===== config.mk =====
export PLATFORM = sky130hd
export DESIGN_NAME = ifmap_release_ctrl
export DESIGN_NICKNAME = d
export VERILOG_FILES = /design/src/rtl/ifmap_release_ctrl_pkg.sv /design/src/rtl/free_credit_queue.sv /design/src/rtl/ifmap_release_ctrl.sv
export SDC_FILE = /design/constraint.sdc
export NUM_CORES = 1
export LEC_CHECK = 0
export ABC_AREA = 1
export BUFFER_PORTS_ARGS = -buffer_cell sky130_fd_sc_hd__buf_4
export CAP_MARGIN = 20
export CORE_MARGIN = 5
export CORE_UTILIZATION = 30
export DETAILED_ROUTE_END_ITERATION = 6
export GPL_ROUTABILITY_DRIVEN = 0
export SLEW_MARGIN = 15
export SYNTH_ARGS = -nofsm -noshare
export SYNTH_HDL_FRONTEND = slang
export SYNTH_SLANG_ARGS = --single-unit

===== constraint.sdc =====
create_clock -name clk -period 2 [get_ports clk]
set_input_delay 0.1 -clock clk [delete_from_list [all_inputs] [get_ports clk]]
set_output_delay 0.1 -clock clk [all_outputs]
set_load 0.01 [all_outputs]

===== src/rtl/ifmap_release_ctrl_pkg.sv =====
// Shared NOC types for the ifmap release controller: layer selector, default
// completions-per-free and the controller state encoding.
package ifmap_release_ctrl_pkg;

  typedef enum logic [1:0] {
    LAYER1 = 2'd0,
    LAYER2 = 2'd1,
    LAYER3 = 2'd2
  } layer_type_e;

  localparam int unsigned DefL1Cpf = 2;
  localparam int unsigned DefL2Cpf = 4;
  localparam int unsigned DefL3Cpf = 1;

  typedef enum logic [1:0] {
    StIdle  = 2'd0,
    StRun   = 2'd1,
    StDrain = 2'd2,
    StDone  = 2'd3
  } release_state_e;

  function automatic int unsigned max3(input int unsigned a, input int unsigned b,
                                       input int unsigned c);
    int unsigned m;
    m = (a > b) ? a : b;
    return (m > c) ? m : c;
  endfunction

endpackage


===== src/rtl/free_credit_queue.sv =====
// Pending-free credit counter with round-robin bank pointer and valid/ready
// delivery towards the ifmap buffer manager.
module free_credit_queue #(
  parameter int unsigned NumBanks   = 2,
  parameter int unsigned MaxPending = 4,
  parameter int unsigned BankW      = 1,
  parameter int unsigned PendW      = 3
) (
  input  logic             clk,
  input  logic             rst_n,
  input  logic             clr_i,
  input  logic             push_i,
  input  logic             ready_i,
  output logic             valid_o,
  output logic [BankW-1:0] bank_o,
  output logic             pop_o,
  output logic             overflow_o,
  output logic             drain_last_o
);

  logic [PendW-1:0] pending_q, pending_d;
  logic [BankW-1:0] bank_q, bank_d;
  logic             overflow_q, overflow_d;
  logic             full;
  logic             pop;

  assign valid_o = (pending_q != '0);
  assign full    = (pending_q == PendW'(MaxPending));
  // A clear discards any handshake offered in the same cycle.
  assign pop     = valid_o && ready_i && !clr_i;

  always_comb begin
    pending_d  = pending_q;
    bank_d     = bank_q;
    overflow_d = overflow_q;
    if (clr_i) begin
      pending_d  = '0;
      bank_d     = '0;
      overflow_d = 1'b0;
    end else begin
      if (push_i && !pop) begin
        if (full) overflow_d = 1'b1;
        else      pending_d  = pending_q + 1'b1;
      end else if (pop && !push_i) begin
        pending_d = pending_q - 1'b1;
      end
      if (pop) begin
        bank_d = (bank_q == BankW'(NumBanks - 1)) ? '0 : bank_q + 1'b1;
      end
    end
  end

  always_ff @(posedge clk or negedge rst_n) begin
    if (!rst_n) begin
      pending_q  <= '0;
      bank_q     <= '0;
      overflow_q <= 1'b0;
    end else begin
      pending_q  <= pending_d;
      bank_q     <= bank_d;
      overflow_q <= overflow_d;
    end
  end

  assign bank_o       = bank_q;
  assign pop_o        = pop;
  assign overflow_o   = overflow_q;
  // Queue empties this cycle assuming no push; only consulted while draining.
  assign drain_last_o = (pending_q == '0) || ((pending_q == PendW'(1)) && pop);

endmodule


===== src/rtl/ifmap_release_ctrl.sv =====
// Counts PE completions, turns every N of them into an ifmap free event and
// tracks per-layer progress until all expected frees have been delivered.
module ifmap_release_ctrl
  import ifmap_release_ctrl_pkg::*;
#(
  parameter int unsigned NUM_BANKS   = 2,
  parameter int unsigned MAX_PENDING = 4,
  parameter int unsigned L1_CPF      = DefL1Cpf,
  parameter int unsigned L2_CPF      = DefL2Cpf,
  parameter int unsigned L3_CPF      = DefL3Cpf,
  parameter int unsigned FREE_CNT_W  = 8,
  localparam int unsigned BankW      = (NUM_BANKS > 1) ? $clog2(NUM_BANKS) : 1
) (
  input  logic                  clk,
  input  logic                  rst_n,
  input  logic                  start,
  input  layer_type_e           layer_type_in,
  input  logic [FREE_CNT_W-1:0] cfg_frees_total,
  input  logic                  complete,
  output logic                  free_valid,
  output logic [BankW-1:0]      free_bank,
  input  logic                  free_ready,
  output logic                  busy,
  output logic                  layer_done,
  output logic                  overflow_err,
  output logic [FREE_CNT_W-1:0] frees_issued
);

  localparam int unsigned MaxCpf = max3(L1_CPF, L2_CPF, L3_CPF);
  localparam int unsigned CntW   = $clog2(MaxCpf) + 1;
  localparam int unsigned PendW  = $clog2(MAX_PENDING + 1);

  release_state_e        state_q, state_d;
  layer_type_e           layer_q, layer_d;
  logic [FREE_CNT_W-1:0] total_q, total_d;
  logic [FREE_CNT_W-1:0] gen_q, gen_d;
  logic [FREE_CNT_W-1:0] issued_q, issued_d;
  logic [CntW-1:0]       cnt_q, cnt_d;
  logic                  layer_done_q, layer_done_d;
  logic [CntW-1:0]       thr;
  logic                  push;
  logic                  pop;
  logic                  drain_last;

  always_comb begin
    case (layer_q)
      LAYER1:  thr = CntW'(L1_CPF);
      LAYER2:  thr = CntW'(L2_CPF);
      default: thr = CntW'(L3_CPF);
    endcase
  end

  always_comb begin
    state_d      = state_q;
    layer_d      = layer_q;
    total_d      = total_q;
    gen_d        = gen_q;
    issued_d     = issued_q;
    cnt_d        = cnt_q;
    layer_done_d = 1'b0;
    push         = 1'b0;
    if (start) begin
      layer_d      = layer_type_in;
      total_d      = cfg_frees_total;
      gen_d        = '0;
      issued_d     = '0;
      cnt_d        = '0;
      state_d      = (cfg_frees_total == '0) ? StDone : StRun;
      layer_done_d = (cfg_frees_total == '0);
    end else begin
      if (pop) issued_d = issued_q + 1'b1;
      unique case (state_q)
        StRun: begin
          if (complete) begin
            if (cnt_q == thr - 1'b1) begin
              cnt_d = '0;
              push  = 1'b1;
              // Counted even if the queue drops it, so the layer still ends.
              gen_d = gen_q + 1'b1;
              if (gen_d == total_q) state_d = StDrain;
            end else begin
              cnt_d = cnt_q + 1'b1;
            end
          end
        end
        StDrain: begin
          if (drain_last) begin
            state_d      = StDone;
            layer_done_d = 1'b1;
          end
        end
        default: ;
      endcase
    end
  end

  always_ff @(posedge clk or negedge rst_n) begin
    if (!rst_n) begin
      state_q      <= StIdle;
      layer_q      <= LAYER1;
      total_q      <= '0;
      gen_q        <= '0;
      issued_q     <= '0;
      cnt_q        <= '0;
      layer_done_q <= 1'b0;
    end else begin
      state_q      <= state_d;
      layer_q      <= layer_d;
      total_q      <= total_d;
      gen_q        <= gen_d;
      issued_q     <= issued_d;
      cnt_q        <= cnt_d;
      layer_done_q <= layer_done_d;
    end
  end

  free_credit_queue #(
    .NumBanks  (NUM_BANKS),
    .MaxPending(MAX_PENDING),
    .BankW     (BankW),
    .PendW     (PendW)
  ) u_queue (
    .clk         (clk),
    .rst_n       (rst_n),
    .clr_i       (start),
    .push_i      (push),
    .ready_i     (free_ready),
    .valid_o     (free_valid),
    .bank_o      (free_bank),
    .pop_o       (pop),
    .overflow_o  (overflow_err),
    .drain_last_o(drain_last)
  );

  assign busy         = (state_q == StRun) || (state_q == StDrain);
  assign layer_done   = layer_done_q;
  assign frees_issued = issued_q;

endmodule


==> impl.org <==
** CTS
- The H-tree was split into 2 levels.
- Register clock-pin slew on the reported worst setup and hold paths :: 0.08 ns
- Clock tree synthesis found a total of 37 sinks.
- Clock latency of the later-clocked register in the worst-skew pair :: ~0.29 ns
- The number of clock buffers added by TritonCTS is 5.
- Root buffer cell :: sky130_fd_sc_hd__clkbuf_8
- TritonCTS built the clock tree.
- Clock Tree Buf Depth :: 2

** Global route
- Via count of the first global-routing pass :: 1821
- Maximum number of pins on one net before global-route repair :: 38
- Number of antenna violations at the first check in global routing :: 0
- Global router's overall resource usage :: 11.7%
- First-pass GRT wire length :: roughly 8000 um
- Summed over all layers, the global routing overflow is 0.

** Floorplan
- Std-Cell Core Area :: between 6000 and 7000 um2
- The floorplan has 30 rows.
- In this run the horizontal extent of the chip is roughly 94 um.
- In this run the vertical extent of the chip is approximately 94 um.
- I/O pin total :: 28
- The floorplan step defined a die boundary enclosing slightly below 9000 um2.
- Initial Util :: slightly above 30%

** Power and ir drop
- Power spread over the standard cell area amounts to around 850 nW/um2.
- For this design the total switching power over the nets is 763 uW.
- In this run, flip-flops and latches consume 43.6% of the power.
- The worst-case IR drop observed on VDD is 0.530 mV.
- Fraction of power spent switching nets :: between 30% and 40%
- Static power due to leakage :: approximately 1.3 nW
- Internal Pwr Total :: 1.38 mW
- Clock power share :: 23.6%
- Share of power burned in combinational logic :: around 33%

** Setup path
- At the worst endpoint, the arrival time is 1.93 ns.
- Critical path type :: reg2reg
- Critical Path Start Type :: flip-flop
- Critical path required time :: about 2.2 ns
- Highest net fanout along the worst path :: 6
- Sort of element at the end of the critical path :: flip-flop

** Status
- Run status :: complete, no violations

** Detailed routing
- Mean routed wirelength per cell :: ~12 um
- Wires add up to approximately 4800 um.
- Dividing the detail-routed via count by the number of cells gives roughly 4.5.
- Count of vias placed by the detailed router :: ~1800
- Total iterations of the first detailed-routing run :: 4
- Remaining number of nets flagged by the antenna check after routing :: 0
- After detailed routing, the number of remaining DRC violations is 0.
- DRT iter0 DRCs :: 190

** Job
- Max-cap viol count :: 0

** Timing
- Setup violations remaining at the end of the flow were counted as 0.
- Timing would allow up to ~570 MHz.
- Counting I/O delays and the setup requirement, the final critical path takes between 1.5 and 2 ns.
- The count of final max-slew check failures is 0.
- The hold violation total from the final report was 0.
- Accumulated negative setup slack :: 0 ns
- In the finished design, the share of the clock period the worst path needs comes to between 80% and 90%.
- RSZ-0062 raised after global routing :: false
- Actual transition at the worst max-transition pin :: approximately 0.49 ns
- In this run the tightest slew margin relative to its limit is 67.6%.
- Clk_skew :: roughly 0.0095 ns

** Layout
- For this run, the post-layout net count is 337.
- Relative to the synthesized area, the layout overhead comes to 20.5%.
- Most frequent cells in the layout :: sky130_fd_sc_hd__nand2_1, sky130_fd_sc_hd__inv_1, sky130_fd_sc_hd__dfrtp_1
- The repair_antennas step left the layout with diodes totalling 0.
- Commonest non-fill, non-tap cell in the layout :: sky130_fd_sc_hd__nand2_1
- Share of layout cells above drive strength 1 :: ~18%
- The finished layout holds 410 standard cells, fillers aside.
- With fillers left out, the area of the finished cells amounts to ~2500 um2.

** Synthesis
- Post-synthesis cell area :: roughly 2100 um2
- For this run, the register share of the synthesized area comes to between 40 and 50%.
- The most used flip-flop cell after synthesis is sky130_fd_sc_hd__dfrtp_1.
- Number of enable-type register cells in the synthesized netlist :: 0
- Avg Synthesized Cell Area :: approximately 7.6 um2
- The synthesized design contains 37 register bits.
- Post-synth ARST share :: 100%
- Yosys warns :: 0
- In the synthesized netlist, the number of instances is 277.
- The number of nets in the synthesized netlist is between 300 and 400.
- Number of different library cells in the post-synthesis netlist :: 31

** Placement
- Placed cells :: 401
- In this run the cell area measured after placement is 2440 um2.
- HPWL after detailed placement :: between 3000 and 4000 um
- Count of buffers inserted at the top-level ports :: 27

** Min path
- Worst hold path class :: in2reg
==> cell families (layout without fill, tap and decap cells) <==
family	count (synthesis)	after routing	synth area share, %
mux	1	1	0.476
simple gates	140	140	29.1
xor+xnor	4	4	1.67
flops	37	37	44.0
compound gates	41	41	11.1
fa+ha+maj	9	9	5.35
buf+inv	45	82	8.21
==> routing by layer <==
metal,global-route usage (%),wire (um)
met3,3.13,175
met5,0,0
met2,20.0,2300
met1,14.0,2200
met4,4.21,86
==> area by class of cell <==
class / count / area [um2]
Clock buffer: 6 / 72.6
Clock inverter: 2 / 10.0
Fill cell: 737 / 4260
Inverter: 42 / 158
Multi-Input combinational cell: 195 / 1000
Sequential cell: 37 / 926
Tap cell: 96 / 120
Timing Repair Buffer: 32 / 243
==> cells in the mapped netlist, types with 2 or more instances <==
master,number,area share [%]
sky130_fd_sc_hd__a21oi_1,5,1.2
sky130_fd_sc_hd__and2_1,2,0.59
sky130_fd_sc_hd__clkbuf_1,2,0.36
sky130_fd_sc_hd__dfrtp_1,37,44
sky130_fd_sc_hd__ha_1,9,5.4
sky130_fd_sc_hd__inv_1,38,6.8
sky130_fd_sc_hd__inv_2,4,0.71
sky130_fd_sc_hd__nand2_1,76,14
sky130_fd_sc_hd__nand2_2,6,1.8
sky130_fd_sc_hd__nand3_1,21,5.0
sky130_fd_sc_hd__nand4_1,5,1.5
sky130_fd_sc_hd__nor2_1,19,3.4
sky130_fd_sc_hd__nor2_2,4,1.2
sky130_fd_sc_hd__nor3_1,2,0.48
sky130_fd_sc_hd__nor4_1,2,0.59
sky130_fd_sc_hd__o211ai_1,2,0.71
sky130_fd_sc_hd__o21ai_0,22,5.2
sky130_fd_sc_hd__o21ai_1,3,0.71
sky130_fd_sc_hd__o22ai_1,4,1.2
sky130_fd_sc_hd__xor2_1,3,1.2
==> timing repair <==
| item | CTS | global route |
|---|---|---|
| endpoints found under the hold margin | 37 | 0 |
| gates resized for setup | 0 | 1 |
| buffers inserted | 0 | 0 |
| hold buffers | 1 | 0 |
| endpoints found under the setup margin | 0 | 1 |
==> final timing paths <==
path	from	cells past startpoint	end	slack, ns
max	u_queue.pending_q[0]$_DFFE_PN0P_	12	state_q[1]$_DFFE_PN0P_	0.25
min in group asynchronous	rst_n	2	frees_issued[1]$_DFFE_PN0P_	0.31
min reg2reg	u_queue.bank_o$_DFFE_PN0P_	1	u_queue.bank_o$_DFFE_PN0P_	0.50
min	layer_type_in[0]	3	layer_q[0]$_DFFE_PN0P_	0.008
max in group asynchronous	rst_n	2	u_queue.pending_q[0]$_DFFE_PN0P_	1.35
max reg2reg	u_queue.pending_q[0]$_DFFE_PN0P_	12	state_q[1]$_DFFE_PN0P_	0.25
==> sequential cells by signal, indices dropped and copies added, names as in the netlist, 2 cells and up <==
name and cells:
gen_q 8, cnt_q 3, layer_q 2, total_q 8
frees_issued 8, u_queue.pending_q 3, state_q 2
==> worst max-delay path: stages (launching register included) <==
cell,delay [ns]
sky130_fd_sc_hd__dfrtp_1,0.37
sky130_fd_sc_hd__inv_1,0.09
sky130_fd_sc_hd__ha_1,0.23
sky130_fd_sc_hd__nand2_2,0.10
sky130_fd_sc_hd__nand2_1,0.09
sky130_fd_sc_hd__inv_2,0.09
sky130_fd_sc_hd__nand2_2,0.10
sky130_fd_sc_hd__o21ai_1,0.14
sky130_fd_sc_hd__nand2_1,0.08
sky130_fd_sc_hd__o211ai_1,0.15
sky130_fd_sc_hd__nand2_2,0.09
sky130_fd_sc_hd__nand2_1,0.07
sky130_fd_sc_hd__nand2_1,0.04
==> power groups by stage <==
stage               clock network, mW  registers [mW]  logic (mW)
finish                          0.507           0.935       0.703
global route                    0.557           0.947       0.821
CTS                             0.530           0.934       0.720
detailed placement                  0           0.947       0.711
global placement                    0           0.944       0.699
floorplan                           0           0.938       0.459
==> per-stage QoR <==
stage	setup slack (ns)	total power [mW]	utilization, %	hold WS [ns]
after global placement	0.254	1.64	35.9	0.101
after floorplan	0.403	1.40	-	-0.196
after CTS	0.211	2.19	37.3	0.000224
after detailed placement	0.224	1.66	35.9	0.106
final	0.252	2.14	37.3	0.00839
after global routing	0.0519	2.32	37.3	0.0102
Power figures use the tool's default switching activity.
